`config.mk`:
```
export PLATFORM = sky130hd
export DESIGN_NAME = ddls_input_stage
export DESIGN_NICKNAME = d
export VERILOG_FILES = /design/src/rtl/ddls_input_pkg.sv /design/src/rtl/ddls_input_stage_debounce.sv /design/src/rtl/ddls_input_stage.sv
export SDC_FILE = /design/constraint.sdc
export NUM_CORES = 1
export LEC_CHECK = 0
export ABC_AREA = 0
export CAP_MARGIN = 25
export CORE_UTILIZATION = 30
export DETAILED_ROUTE_END_ITERATION = 12
export HOLD_SLACK_MARGIN = 0.15
export SETUP_SLACK_MARGIN = 0.05
export SYNTH_ARGS = -nofsm -noshare
export SYNTH_HDL_FRONTEND = slang
export SYNTH_SLANG_ARGS = --single-unit
```
`constraint.sdc`:
```
create_clock -name clk -period 3.35 [get_ports clk]
set_clock_uncertainty 0.1 [all_clocks]
set_input_delay 0.8375 -clock clk [delete_from_list [all_inputs] [get_ports clk]]
set_output_delay 0.8375 -clock clk [all_outputs]
set_load 0.02 [all_outputs]
```
`src/rtl/ddls_input_pkg.sv`:
```
// Shared types and defaults for the DDLS input stage: FSM state encoding,
// board-rate default timings and a counter-width helper.
package ddls_input_pkg;

  typedef enum logic [1:0] {
    IDLE = 2'd0,
    SEND = 2'd1,
    HOLD = 2'd2
  } in_state_t;

  // 20 ms debounce and 0.5 s auto-repeat at 50 MHz
  localparam int unsigned DEFAULT_DEBOUNCE_CYCLES = 1_000_000;
  localparam int unsigned DEFAULT_REPEAT_CYCLES   = 25_000_000;

  // Bits needed to count 0 .. n-1, never less than one bit
  function automatic int unsigned cnt_width(input int unsigned n);
    return (n > 2) ? $clog2(n) : 1;
  endfunction

endpackage

```
`src/rtl/ddls_input_stage_debounce.sv`:
```
// debounce_filter: synchronises a raw active-low button and accepts a level
// change only after it has been stable for DEBOUNCE_CYCLES clock cycles.
module debounce_filter
  import ddls_input_pkg::*;
#(
  parameter int unsigned SYNC_STAGES     = 2,
  parameter int unsigned DEBOUNCE_CYCLES = DEFAULT_DEBOUNCE_CYCLES
) (
  input  logic clk,
  input  logic rst,
  input  logic btn_n,
  output logic deb_level
);

  localparam int unsigned      CNT_W   = cnt_width(DEBOUNCE_CYCLES);
  localparam logic [CNT_W-1:0] CNT_MAX = CNT_W'(DEBOUNCE_CYCLES - 1);

  logic [SYNC_STAGES-1:0] sync_reg;
  logic [CNT_W-1:0]       cnt_reg;
  logic                   level_reg;
  logic                   press;

  // Resets to the released level so reset never looks like a press
  always_ff @(posedge clk or posedge rst) begin
    if (rst) begin
      sync_reg <= '1;
    end else begin
      sync_reg <= {sync_reg[SYNC_STAGES-2:0], btn_n};
    end
  end

  assign press = ~sync_reg[SYNC_STAGES-1];

  always_ff @(posedge clk or posedge rst) begin
    if (rst) begin
      cnt_reg   <= '0;
      level_reg <= 1'b0;
    end else if (press == level_reg) begin
      cnt_reg <= '0;
    end else if (cnt_reg == CNT_MAX) begin
      cnt_reg   <= '0;
      level_reg <= ~level_reg;
    end else begin
      cnt_reg <= cnt_reg + 1'b1;
    end
  end

  assign deb_level = level_reg;

endmodule

```
`src/rtl/ddls_input_stage.sv`:
```
// Pushbutton + slide-switch front end producing one Valid/Ready transaction per press.
// Optional auto-repeat while the button is held: define INPUT_STAGE_AUTO_REPEAT_EN.
module ddls_input_stage
  import ddls_input_pkg::*;
#(
  parameter int unsigned DATA_W          = 8,
  parameter int unsigned SYNC_STAGES     = 2,
  parameter int unsigned DEBOUNCE_CYCLES = DEFAULT_DEBOUNCE_CYCLES,
  parameter int unsigned REPEAT_CYCLES   = DEFAULT_REPEAT_CYCLES
) (
  input  logic              clk,
  input  logic              rst,
  input  logic              btn_n,
  input  logic [DATA_W-1:0] sw_in,
  output logic              out_valid,
  output logic [DATA_W-1:0] out_data,
  input  logic              out_ready,
  output logic              busy
);

  if (SYNC_STAGES < 2 || DEBOUNCE_CYCLES < 2 || REPEAT_CYCLES < 1) begin : g_bad_params
    $error("ddls_input_stage: SYNC_STAGES/DEBOUNCE_CYCLES must be >= 2, REPEAT_CYCLES >= 1");
  end

  in_state_t                          state_reg, state_next;
  logic [DATA_W-1:0]                  data_reg, data_next;
  logic [SYNC_STAGES-1:0][DATA_W-1:0] sw_sync_reg;
  logic [DATA_W-1:0]                  sw_sync;
  logic                               deb_level;
  logic                               deb_prev_reg;
  logic                               deb_rise;
  logic                               rpt_due;
  logic                               launch;

  debounce_filter #(
    .SYNC_STAGES     (SYNC_STAGES),
    .DEBOUNCE_CYCLES (DEBOUNCE_CYCLES)
  ) u_btn_debounce (
    .clk       (clk),
    .rst       (rst),
    .btn_n     (btn_n),
    .deb_level (deb_level)
  );

  // Switches only need synchronising; they are sampled once per launch
  always_ff @(posedge clk or posedge rst) begin
    if (rst) begin
      sw_sync_reg <= '0;
    end else begin
      sw_sync_reg <= {sw_sync_reg[SYNC_STAGES-2:0], sw_in};
    end
  end

  assign sw_sync  = sw_sync_reg[SYNC_STAGES-1];
  assign deb_rise = deb_level & ~deb_prev_reg;

`ifdef INPUT_STAGE_AUTO_REPEAT_EN
  localparam int unsigned      RPT_W   = cnt_width(REPEAT_CYCLES);
  localparam logic [RPT_W-1:0] RPT_MAX = RPT_W'(REPEAT_CYCLES - 1);

  logic [RPT_W-1:0] rpt_cnt_reg;

  assign rpt_due = (state_reg == HOLD) && deb_level && (rpt_cnt_reg == RPT_MAX);

  // Runs only while held in HOLD; any launch or release restarts the period
  always_ff @(posedge clk or posedge rst) begin
    if (rst) begin
      rpt_cnt_reg <= '0;
    end else if ((state_reg == HOLD) && deb_level && !rpt_due) begin
      rpt_cnt_reg <= rpt_cnt_reg + 1'b1;
    end else begin
      rpt_cnt_reg <= '0;
    end
  end
`else
  assign rpt_due = 1'b0;
`endif

  always_comb begin
    state_next = state_reg;
    data_next  = data_reg;
    launch     = 1'b0;
    case (state_reg)
      IDLE: begin
        if (deb_rise) begin
          launch     = 1'b1;
          state_next = SEND;
        end
      end
      SEND: begin
        // Never abandoned: only a completed handshake leaves SEND
        if (out_valid && out_ready) begin
          state_next = deb_level ? HOLD : IDLE;
        end
      end
      HOLD: begin
        if (!deb_level) begin
          state_next = IDLE;
        end else if (rpt_due) begin
          launch     = 1'b1;
          state_next = SEND;
        end
      end
      default: state_next = IDLE;
    endcase
    if (launch) begin
      data_next = sw_sync;
    end
  end

  always_ff @(posedge clk or posedge rst) begin
    if (rst) begin
      state_reg    <= IDLE;
      data_reg     <= '0;
      deb_prev_reg <= 1'b0;
    end else begin
      state_reg    <= state_next;
      data_reg     <= data_next;
      deb_prev_reg <= deb_level;
    end
  end

  assign out_valid = (state_reg == SEND);
  assign out_data  = data_reg;
  assign busy      = (state_reg != IDLE);

endmodule

```
; Word-level counts from Yosys, hierarchy flattened
; Index checks and enable logic that the tools add are counted.
; Widths: inputs -> output; s select.
[classes]
n_addsub = 1
n_eq_ne = 7
muxes = 9
bitwise_logic = 5
reduce_logical = 5
[op_table]
columns = operator, n
row1 = $mux 20, 2
row2 = $add 20x1->20 const B, 1
row3 = $eq 20x20->1 const B, 1
row4 = $mux 2, 4
row5 = $pmux 2 s3, 1
row6 = $ne 2x2->1 const B, 2
row7 = $not 1->1, 4
row8 = $reduce_and 3->1, 1
row9 = $eq 2x1->1 const B, 1
row10 = $eq 2x2->1 const B, 1
row11 = $logic_not 2->1, 1
row12 = $mux 1, 2
row13 = $ne 2x1->1 const B, 1
row14 = $reduce_and 2->1, 1
row15 = $reduce_bool 2->1, 1
row16 = $and 1x1->1, 1
row17 = $eq 1x1->1, 1
row18 = $logic_and 1x1->1, 1
[word_totals]
ff_bits = 50
input_bits = 12
output_inout_bits = 10

; Logic depth before layout (Yosys ltp)
; Gate-level depths: netlist (run 1).
[depth]
depth_word = 4
depth_mapped = 6
depth_no_buf = 5

; Modules after synthesis
; From an unflattened synthesis (run 1), not the netlist that was laid out.
[unflattened]
hier_cells = 155
hier_area_um2 = 1955.6
[by_module_without_submodules]
columns = module, instances, cells_each, area_each_um2
row1 = debounce_filter, 1, 110, 1107.3
row2 = ddls_input_stage, 1, 45, 848.3

; Worst setup path before layout (run 1)
; Ideal clock, no wire load.
[synth_timing]
kind = flip-flop to flip-flop
startpoint = register u_btn_debounce.cnt_reg[10]
endpoint = register u_btn_debounce.cnt_reg[10]
setup_ns = 0.119
arrival_time_ns = 1.589
t_required_ns = 3.131
slack_ns = 1.542
path_stages_with_launch = 7
synth_period_minus_slack_ns = 1.808
cell_sequence = dfrtp_1 buf_6 nor4_1 nand2_1 o41ai_4 buf_6 nor2_1
[synth_via]
elab_chain_cells = 3
[synth_lines]
columns = element, line
row1 = start: declaration, ddls_input_stage_debounce.sv:19  ; logic [CNT_W-1:0] cnt_reg;
row2 = start signal: assignment, ddls_input_stage_debounce.sv:44  ; cnt_reg <= cnt_reg + 1'b1;
row3 = $add 20x1->20 / $eq 20x20->1 (equally long branches), "ddls_input_stage_debounce.sv:44, ddls_input_stage_debounce.sv:40"
row4 = $mux 20 *, ddls_input_stage_debounce.sv:40  ; end else if (cnt_reg == CNT_MAX) begin
row5 = $mux 20 *, ddls_input_stage_debounce.sv:38  ; end else if (press == level_reg) begin
; Every way passes the cells marked *; elsewhere a longest branch is shown, timed or not.
; A chain may end at the register's enable or synchronous reset.

; Worst setup path after layout (run 1)
[layout_timing]
startpoint = register state_reg[1]
endpoint = output busy
[layout_via]
elab_chain_cells = 1
[layout_lines]
columns = element, line
row1 = start: declaration, ddls_input_stage.sv:25  ; in_state_t state_reg, state_next;
row2 = start signal: assignment, ddls_input_stage.sv:117  ; state_reg <= state_next;
row3 = $reduce_bool 2->1, ddls_input_stage.sv:125  ; assign busy = (state_reg != IDLE);
row4 = end: declaration, ddls_input_stage.sv:18  ; output logic busy
; Every way passes these cells.

==> summary.md, run 1 <==
| Metric | Value |
|---|---|
| Status | completed |
| CTS resizes | 0 |
| Cell Area, Synth | 1980 sq um |
| Cells after Synth | 159 |
| Largest net degree at the start of global routing | 51 |
| Fmax achieved | 402 MHz |
| Total number of vias | 1218 |
| TritonCTS buffer count | 5 |
| Hold_ws | 0.257 ns |
| Fin crit share | 0.742 |
| Initial antenna violation count | 0 |
| Worst stage delay on the critical path | 0.54 ns |
| Crit path arrival time | 1.55 ns |
| Root buffer cell | clkbuf_8 |
| Row Count | 29 |
| I/O pin count | 22 |
| Core ar. | 6350 sq um |
| Slew @ Worst Pin | 0.708 ns |
| Detailed Route WL | 3.24 mm |
| #FFs+latches synth | 50 |
| Hold wc startpoint | sw_sync_reg[5] |
| Pre-antenna DRT Iters | 4 |
| Post-Syn Nets | 172 |
| Met1 wire length | 1.55 mm |
| Worst hold-check path type | reg -> reg |
| Worst slew margin | 0.526 |
| Leakage power | 0.995 nW |
| Global Route Usage Sum | 0.102 |
| VDD IR max | 218 uV |
| CTS H-tree depth | 2 |
| Cell Pwr Density | 428 nW/um^2 |
| RSZ-0062 raised after global routing | no |
| Worst skew pair latency | 0.30 ns |
| Detail Route met2 WL | 1.53 mm |
| Vias in the first global route | 1199 |
| # diodes | 0 |
| Clock-pin slew on the worst setup and hold paths | 0.09 ns |
| Synth area leaders | dfrtp_1 (61%), xnor2_1 (5.8%), mux2_2 (4.6%) |
| First-pass GRT wire length | 5.58 mm |
| Uppermost layer routed | met4 |
| Worst-path cell chain | or2_2 > clkdlybuf4s50_1 |
| Clock Tree Buf Depth | 2 |
| Worst Slack Setup Final | 0.863 ns |
| ANT nets after route | 0 |
| Final setup TNS | 0 ns |
| Slew Viols, Final | 0 |
| Worst hold path endpoint | sw_sync[5] |
| Grt ovf | 0 |
| Hold_buf cts | 0 |
| Post-CTS Setup Bufs | 0 |
| DPL Wire Length | 2.19 mm |
| DRC Markers | 0 |
| Layout fillers | 603 |
| Starting Density | 0.312 |
| Seq/Total Area, Yosys | 0.634 |
| Clk sink count | 50 |
| WS Path Type | reg -> out |
| Port buffer count | 21 |
| Post-synth EDFFs | 0 |
| Layout area overhead | 19.3% |
| Reg2reg start | u_btn_debounce.cnt_reg[2] |
| Met3 WL | 99 microns |
| Syn_area_per_cell | 12.4 sq um |
| Reg-to-reg setup timing slack | 1.25 ns |
| Max Cap Viol | 0 |
| DRT iter0 DRCs | 70 |
| CTS tree | done |
| Slowest-stage cell, CP | clkdlybuf4s50_1 |
| Final setup viols | 0 |
| Fin. Hold Viols | 0 |
| Die height | 83.2 microns |
| Routability cong. | 0.728 |
| Req. time, crit path | 2.41 ns |
| Reg2Reg Capture Point | u_btn_debounce.cnt_reg[13] |
| Ys async rst share | 1.00 |
| Startpoint Class | flip-flop |
| Reg2Reg Depth | 4 |
| Final Cell Area | 2360 sq um |
| Pre-CTS WS | 1.19 ns |
| Drt wl/cell | 12.3 microns |
| Largest register FFs | 20 |
| Die area | 6920 sq um |
| Via density per instance | 4.61 |
| Yosys cell types | 32 |
| Fin nets | 199 |
| Top_reg_cell synth | dfrtp_1 |
| CP endpoint kind | output pin |
| Crit path max fanout | 3 |
| Design Power | 1.01 mW |
| FF/Latch Area | 1250 sq um |
| Placed cell areas | 2270 sq um |
| Area leader, netlist | dfrtp_1 |
| Crit path time final | 2.49 ns |
| Synthesis Warnings | 0 |
| Area share of the largest cell type after synthesis | 0.607 |
| Hold Path Cell Cnt | 0 |
| Width of the die | 83.2 microns |
| Multi-input logic area | 672 sq um |
| Share of cells above drive strength 1 | 0.144 |
==> metal layers <==
metal  global-route usage  vias up
met5                    0        -
met3               0.0308        4
li1                     -      599
met1                0.132      598
met2                0.159       17
met4               0.0455        0
==> cells by family after synthesis <==
group / count (synthesis) / share of synthesized area
buffers and inverters: 10 / 0.0266
adder cells (fa/ha/maj): 1 / 0.00632
flip-flops: 50 / 0.634
AO/OA/AOI/OAI: 13 / 0.0474
AND/OR/NAND/NOR: 62 / 0.173
multiplexers: 9 / 0.0506
XOR/XNOR: 14 / 0.0620
==> layout by cell type (no fill, tap or decap), types with 2 or more instances in the layout <==
cell type,netlist,final
nand3_1,8,8
clkdlybuf4s50_1,0,21
and2_1,3,3
nor2b_1,2,2
nand2_1,6,6
dfrtp_1,48,48
o21ai_0,4,4
nor4_1,6,6
xnor2_1,13,13
or3_1,2,2
dfstp_2,2,2
nand4b_1,3,3
inv_1,7,6
clkbuf_8,0,5
nand4_1,3,3
buf_4,0,2
mux2_2,8,8
a21oi_1,6,6
nor3_1,5,5
nor2_1,17,17
==> area by class of cell <==
cell class,count,area share
Clock inverter,2,0.00583
Inverter,7,0.0111
Timing Repair Buffer,23,0.0954
Clock buffer,6,0.0308
Tap cell,77,0.0408
Multi-Input combinational cell,99,0.285
Sequential cell,50,0.531
==> how the worst max path moves through the flow <==
stage                            start            to  slack, ns  cells after the start
after floorplan                    rst  deb_prev_reg       1.21                      1
after global placement    state_reg[1]          busy       1.21                      2
after detailed placement  state_reg[1]          busy       1.19                      2
after CTS                 state_reg[1]          busy       0.85                      2
after global routing      state_reg[1]          busy       0.81                      2
final                     state_reg[1]          busy       0.86                      2
==> synth_stat cells, types with 4 or more instances <==
| library cell | count |
|---|---|
| dfrtp_1 | 48 |
| nor2_1 | 17 |
| xnor2_1 | 13 |
| mux2_2 | 8 |
| nand3_1 | 8 |
| inv_1 | 7 |
| a21oi_1 | 6 |
| nand2_1 | 6 |
| nor4_1 | 6 |
| nor3_1 | 5 |
| o21ai_0 | 4 |
==> through the flow <==
step	instances	util
floorplan	159	-
global placement	256	0.358
detailed placement	256	0.358
CTS	264	0.372
global route	264	0.372
finish	264	0.372
==> worst max-delay path: cells and delay by family, from the launching register on <==
family,cells,cell delay (ns)
simple gates,1,0.32
buf+inv,1,0.54
flops,1,0.39
==> report_power, final <==
| part | total, mW | internal, mW | switching (mW) |
|---|---|---|---|
| sequential | 0.623 | 0.618 | 0.00577 |
| clock | 0.350 | 0.149 | 0.201 |
| combinational | 0.0375 | 0.0173 | 0.0202 |
Power figures use the tool's default switching activity.
==> run 2: changes to the inputs <==
Clock period 3.35 ns to 2.3 ns, I/O delays scaled along.
==> run 2 against run 1 <==
Sequential power up 46%. Setup slack worse by 0.52 ns. Largest power group unchanged. Clock-buffer cell count decreased by 1. Non-clock buffer count rose by 5. Final cell count grew 1.9%. Largest cell class unchanged. Critical path type unchanged.
==> summary.md, run 2 (same netlist as run 1, synthesis figures left out) <==
| Metric | Value |
|---|---|
| Worst-path cell chain | clkdlybuf4s50_1 (was or2_2 > clkdlybuf4s50_1) |
| Post-CTS Setup Bufs | 0 (unchanged) |
| Hold_ws | 0.255 ns (was 0.257 ns) |
| Routability cong. | 0.773 (was 0.728) |
| WP buf/inv | 1 (unchanged) |
| Die area | 6920 sq um (unchanged) |
| Design Power | 1.59 mW (was 1.01 mW) |
| Largest register FFs | 20 (unchanged) |
| Initial antenna violation count | 0 (unchanged) |
| Max Cap Viol | 0 (unchanged) |
| Layout area overhead | 23.0% (was 19.3%) |
| Row Count | 29 (unchanged) |
| RSZ-0062 raised after global routing | no (unchanged) |
| First-pass GRT wire length | 5.98 mm (was 5.58 mm) |
| ANT nets after route | 0 (unchanged) |
| Clk sink count | 50 (unchanged) |
| Met1 wire length | 1.59 mm (was 1.55 mm) |
| Width of the die | 83.2 microns (unchanged) |
| WS Path Type | reg -> out (unchanged) |
| Clock-pin slew on the worst setup and hold paths | 0.09 ns (about the same) |
| Grt ovf | 0 (unchanged) |
| Vias in the first global route | 1256 (was 1199) |
| Final setup TNS | 0 ns (unchanged) |
| Commonest non-fill, non-tap cell in the layout | dfrtp_1 (unchanged) |
| Crit path max fanout | 2 (was 3) |
| Worst stage delay on the critical path | 0.61 ns (was 0.54 ns) |
| Drt wl/cell | 12.5 microns (was 12.3 microns) |
| Pre-antenna DRT Iters | 3 (was 4) |
| Slew @ Worst Pin | 0.372 ns (was 0.708 ns) |
| Core ar. | 6350 sq um (unchanged) |
| Req. time, crit path | 1.62 ns (was 2.41 ns) |
| VDD IR max | 281 uV (was 218 uV) |
| Clock Tree Buf Depth | 2 (unchanged) |
| Worst slew margin | 0.751 (was 0.526) |
| Global Route Usage Sum | 0.108 (was 0.102) |
| Die height | 83.2 microns (unchanged) |
| Total number of vias | 1246 (was 1218) |
| Delay-heaviest family, CP | buffers and inverters (unchanged) |
| I/O pin count | 22 (unchanged) |
| Starting Density | 0.312 (unchanged) |
| Final setup viols | 0 (unchanged) |
| CTS tree | done (unchanged) |
| Worst hold-check path type | reg -> reg (unchanged) |
| Via density per instance | 4.63 (was 4.61) |
| Leakage power | 1.07 nW (was 0.995 nW) |
| DRC Markers | 0 (unchanged) |
| Detailed Route WL | 3.37 mm (was 3.24 mm) |
| Uppermost layer routed | met4 (unchanged) |
| Detail Route met2 WL | 1.66 mm (was 1.53 mm) |
| Share of cells above drive strength 1 | 0.172 (was 0.144) |
| Worst skew pair latency | 0.30 ns (about the same) |
| Fin crit share | 0.850 |
| Status | completed (unchanged) |
| Crit path arrival time | 1.28 ns (was 1.55 ns) |
| # diodes | 0 (unchanged) |
| Slew Viols, Final | 0 (unchanged) |
| Fin nets | 204 (was 199) |
| Fin. Hold Viols | 0 (unchanged) |
| Slowest-stage cell, CP | clkdlybuf4s50_1 (unchanged) |
| Crit path time final | 1.96 ns |
| DRT iter0 DRCs | 98 (was 70) |
| Cell Pwr Density | 654 nW/um^2 (was 428 nW/um^2) |
| Layout fillers | 590 (was 603) |
| Port buffer count | 21 (unchanged) |
| Root buffer cell | clkbuf_8 (unchanged) |
| Most frequent cells in the layout | dfrtp_1 (48), clkdlybuf4s50_1 (19), nor2_1 (17) (was dfrtp_1 (48), clkdlybuf4s50_1 (21), nor2_1 (17)) |
| Fmax achieved | 511 MHz |
| CP endpoint kind | output pin (unchanged) |
| TritonCTS buffer count | 5 (unchanged) |
| DPL Wire Length | 2.47 mm (was 2.19 mm) |
| Startpoint Class | flip-flop (unchanged) |
| CTS H-tree depth | 2 (unchanged) |
| Largest net degree at the start of global routing | 22 (was 51) |
| Met3 WL | 76 microns (was 99 microns) |
| Hold_buf cts | 0 (unchanged) |
-- run 2: changes by cell type in the layout (fill, tap and decap cells not counted) --
cell / change
buf_4: +5
clkinv_2: -1
dlymetal6s2s_1: +2
clkdlybuf4s50_1: -2
clkinv_4: +1
bufinv_16: +1
clkbuf_1: -1
-- run 2: per-stage QoR --
| step | worst slack, ns | utilization | instances | cell area, sq um |
|---|---|---|---|---|
| 6_report | 0.344 | 0.383 | 269 | 2430 |
| 3_3_place_gp | 0.416 | 0.364 | 261 | 2310 |
| 2_1_floorplan | 0.427 | - | 159 | 1980 |
| 5_1_grt | 0.283 | 0.383 | 269 | 2430 |
| 4_1_cts | 0.0507 | 0.382 | 269 | 2430 |
| 3_5_place_dp | 0.404 | 0.364 | 261 | 2310 |
-- run 2: final cells by class --
cell class | instances | area [sq um] | share of cell area
sequential | 50 | 1250 | 0.515
multi-input combinational | 99 | 672 | 0.276
timing repair buffer | 28 | 268 | 0.110
tap | 77 | 96.3 | 0.0396
clock buffer | 5 | 68.8 | 0.0283
clock inverter | 3 | 47.5 | 0.0195
inverter | 7 | 26.3 | 0.0108
-- run 2: where the power goes --
group          leakage [nW]  switching [mW]  total (mW)  internal (mW)
Combinational         0.359          0.0309      0.0584         0.0274
Clock                0.0587           0.293       0.623          0.330
Sequential            0.652         0.00901       0.909          0.900
Total                  1.07           0.333        1.59           1.26
-- run 2: metal layers --
| layer | vias to the layer above | track usage |
|---|---|---|
| met5 | - | 0 |
| met4 | 0 | 0.0376 |
| met3 | 5 | 0.0298 |
| met2 | 12 | 0.165 |
| met1 | 620 | 0.148 |
| li1 | 609 | - |
-- run 2: final timing paths --
| path | start | to | slack, ns | depth (start not counted) |
|---|---|---|---|---|
| worst max-delay path | out_data[0] | out_data[0] | 0.34 | 1 |
| min in group asynchronous | rst | out_data[6] | 0.44 | 2 |
| worst max register to register | u_btn_debounce.cnt_reg[2] | u_btn_debounce.cnt_reg[13] | 0.44 | 4 |
| max in group asynchronous | rst | u_btn_debounce.cnt_reg[12] | 1.08 | 3 |
| worst min register to register | sw_sync_reg[1] | sw_sync[1] | 0.25 | 0 |
| worst min-delay path | sw_sync_reg[1] | sw_sync[1] | 0.25 | 0 |
-- run 2: timing repair --
action                                 4_1_cts  5_1_grt
setup endpoints to repair                    0        2
endpoints found under the hold margin        0        0
gates resized for setup                      0        2
-- run 2: worst register-to-register path, cell delays in order (launching register included) --
cell and delay (ns):
dfrtp_1 0.41, nand3_1 0.28, or3_4 0.51, or3_1 0.35, a21oi_1 0.14
==> run 3: changes to the inputs <==
Settings changed: CORE_UTILIZATION 30 to 40.
==> run 3 against run 2 <==
Highest routed layer unchanged. Total power fell by 1.5%. Flip-flop and latch count unchanged. Routed wire length shrank 3.6%. Die area decreased by 24%. Largest cell class unchanged. Critical path type unchanged. Critical endpoint unchanged. Final area shrank 0.57%. Final cell count shrank 4.1%. Global-route usage increased by 3.7 points.
==> summary.md, run 3 (same netlist as run 1, synthesis figures left out) <==
| Metric | Value |
|---|---|
| Status | completed (unchanged) |
| Die area | 5230 sq um (was 6920 sq um) |
| Final setup viols | 0 (unchanged) |
| Clock share of power | 0.381 (was 0.392) |
| Slowest-stage cell, CP | clkdlybuf4s50_1 (unchanged) |
| Port buffer count | 21 (unchanged) |
| Worst Slack Setup Final | 0.341 ns (was 0.344 ns) |
| Hold_ws | 0.253 ns (was 0.255 ns) |
| Share of cells above drive strength 1 | 0.162 (was 0.172) |
| Fmax achieved | 510 MHz (was 511 MHz) |
| Most frequent cells in the layout | dfrtp_1 (48), clkdlybuf4s50_1 (19), nor2_1 (17) (unchanged) |
| Non-Filler Instances | 258 (was 269) |
| Die height | 72.3 microns (was 83.2 microns) |
| Clock-pin slew on the worst setup and hold paths | 0.08 ns (was 0.09 ns) |
| Slew Viols, Final | 0 (unchanged) |
| Total number of vias | 1245 (was 1246) |
| CTS tree | done (unchanged) |
| Largest net degree at the start of global routing | 26 (was 22) |
| CTS H-tree depth | 2 (unchanged) |
| VDD IR max | 368 uV (was 281 uV) |
| CP endpoint kind | output pin (unchanged) |
| Row Count | 25 (was 29) |
| Pre-CTS WS | 0.394 ns (was 0.404 ns) |
| Hold_buf cts | 0 (unchanged) |
| Fin nets | 203 (was 204) |
| First-pass GRT wire length | 5.71 mm (was 5.98 mm) |
| Max Cap Viol | 0 (unchanged) |
| Stages on worst setup path | 1 (unchanged) |
| Crit path arrival time | 1.28 ns (about the same) |
| Reg-to-reg setup timing slack | 0.44 ns (about the same) |
| Layout area overhead | 22.3% (was 23.0%) |
| Sw power | 0.312 mW (was 0.333 mW) |
| Initial antenna violation count | 0 (unchanged) |
| Final setup TNS | 0 ns (unchanged) |
| Layout fillers | 440 (was 590) |
| Placed cells | 250 (was 261) |
| I/O pin count | 22 (unchanged) |
| Delay-heaviest family, CP | buffers and inverters (unchanged) |
| Switching Share | 0.199 (was 0.209) |
| Root buffer cell | clkbuf_8 (unchanged) |
| Drt wl/cell | 12.6 microns (was 12.5 microns) |
| Vias in the first global route | 1286 (was 1256) |
| Starting Density | 0.416 (was 0.312) |
| Cell Pwr Density | 647 nW/um^2 (was 654 nW/um^2) |
| Worst hold-check path type | reg -> reg (unchanged) |
| DPL Wire Length | 2.35 mm (was 2.47 mm) |
| ANT nets after route | 0 (unchanged) |
| Crit path time final | 1.96 ns (about the same) |
| Worst slew margin | 0.506 (was 0.751) |
| WP buf/inv | 1 (unchanged) |
| Global Route Usage Sum | 0.146 (was 0.108) |
| Grt ovf | 0 (unchanged) |
| Worst stage delay on the critical path | 0.63 ns (was 0.61 ns) |
| Hold Path Cell Cnt | 0 (unchanged) |
| WS Path Type | reg -> out (unchanged) |
| Largest register FFs | 20 (unchanged) |
| Fin crit share | 0.852 (was 0.850) |
| Crit path max fanout | 2 (unchanged) |
| Core ar. | 4750 sq um (was 6350 sq um) |
| Design Power | 1.57 mW (was 1.59 mW) |
| Detailed Route WL | 3.25 mm (was 3.37 mm) |
| Fin. Hold Viols | 0 (unchanged) |
| TritonCTS buffer count | 5 (unchanged) |
| Share of power burned in combinational logic | 0.039 (was 0.037) |
| Worst skew pair latency | 0.29 ns (was 0.30 ns) |
| Worst-path cell chain | clkdlybuf4s50_1 (unchanged) |
| Commonest non-fill, non-tap cell in the layout | dfrtp_1 (unchanged) |
| Reg2Reg Depth | 4 (unchanged) |
| Internal power | 1.25 mW (was 1.26 mW) |
| Startpoint Class | flip-flop (unchanged) |
| Via density per instance | 4.83 (was 4.63) |
| Clock Tree Buf Depth | 2 (unchanged) |
| Slew @ Worst Pin | 0.734 ns (was 0.372 ns) |
| Clk sink count | 50 (unchanged) |
| Req. time, crit path | 1.62 ns (about the same) |
| RSZ-0062 raised after global routing | no (unchanged) |
| Sequential share of power | 0.581 (was 0.572) |
| Leakage power | 1.06 nW (was 1.07 nW) |
| DRT iter0 DRCs | 68 (was 98) |
| Width of the die | 72.3 microns (was 83.2 microns) |
| DRC Markers | 0 (unchanged) |
| Post-CTS Setup Bufs | 0 (unchanged) |
| Pre-antenna DRT Iters | 4 (was 3) |
| # diodes | 0 (unchanged) |
| Routability cong. | 0.747 (was 0.773) |
-- run 3: final cells by class --
| cell class | instances | area [sq um] | share of cell area |
|---|---|---|---|
| sequential | 50 | 1250 | 0.518 |
| multi-input combinational | 99 | 672 | 0.278 |
| timing repair buffer | 27 | 273 | 0.113 |
| tap | 67 | 83.8 | 0.0347 |
| clock buffer | 6 | 72.6 | 0.0300 |
| clock inverter | 2 | 37.5 | 0.0155 |
| inverter | 7 | 26.3 | 0.0109 |
-- run 3: per-stage QoR --
stage | cell area, sq um | utilization
after detailed placement | 2300 | 0.484
after global routing | 2420 | 0.509
after floorplan | 1980 | -
after global placement | 2300 | 0.484
after CTS | 2410 | 0.508
final | 2420 | 0.509
-- run 3: worst register-to-register path, delay by kind of cell (launching register included) --
family	cells	cell delay [ns]
and+or+nand+nor	2	0.89
DFF	1	0.46
AOI/OAI and AO/OA	2	0.31
-- run 3: repair_timing --
item / 4_1_cts / 5_1_grt
gates resized for setup: 0 / 2
hold endpoints to repair: 0 / 0
endpoints found under the setup margin: 0 / 2
-- run 3: worst paths after layout --
kind,from,end
min reg2reg,sw_sync_reg[6],sw_sync[6]
max reg2reg,u_btn_debounce.cnt_reg[6],u_btn_debounce.cnt_reg[18]
min in group asynchronous,rst,sw_sync_reg[5]
max in group asynchronous,rst,u_btn_debounce.sync_reg[1]
max,out_data[0],out_data[0]
min,sw_sync_reg[6],sw_sync[6]
-- run 3: power by group through the flow --
| stage | clock (mW) | sequential (mW) | combinational (mW) |
|---|---|---|---|
| 6_report | 0.596 | 0.909 | 0.0606 |
| 5_1_grt | 0.652 | 0.912 | 0.0685 |
| 4_1_cts | 0.612 | 0.909 | 0.0626 |
| 3_5_place_dp | 0 | 0.927 | 0.0625 |
| 3_3_place_gp | 0 | 0.925 | 0.0600 |
| 2_1_floorplan | 0 | 0.924 | 0.0289 |
-- run 3: routing by layer --
layer	vias up	share of wire	global-route usage
met2	24	0.51	0.252
met5	-	0	0
met1	604	0.44	0.168
met3	6	0.033	0.0319
met4	0	0.018	0.0784
li1	611	-	-
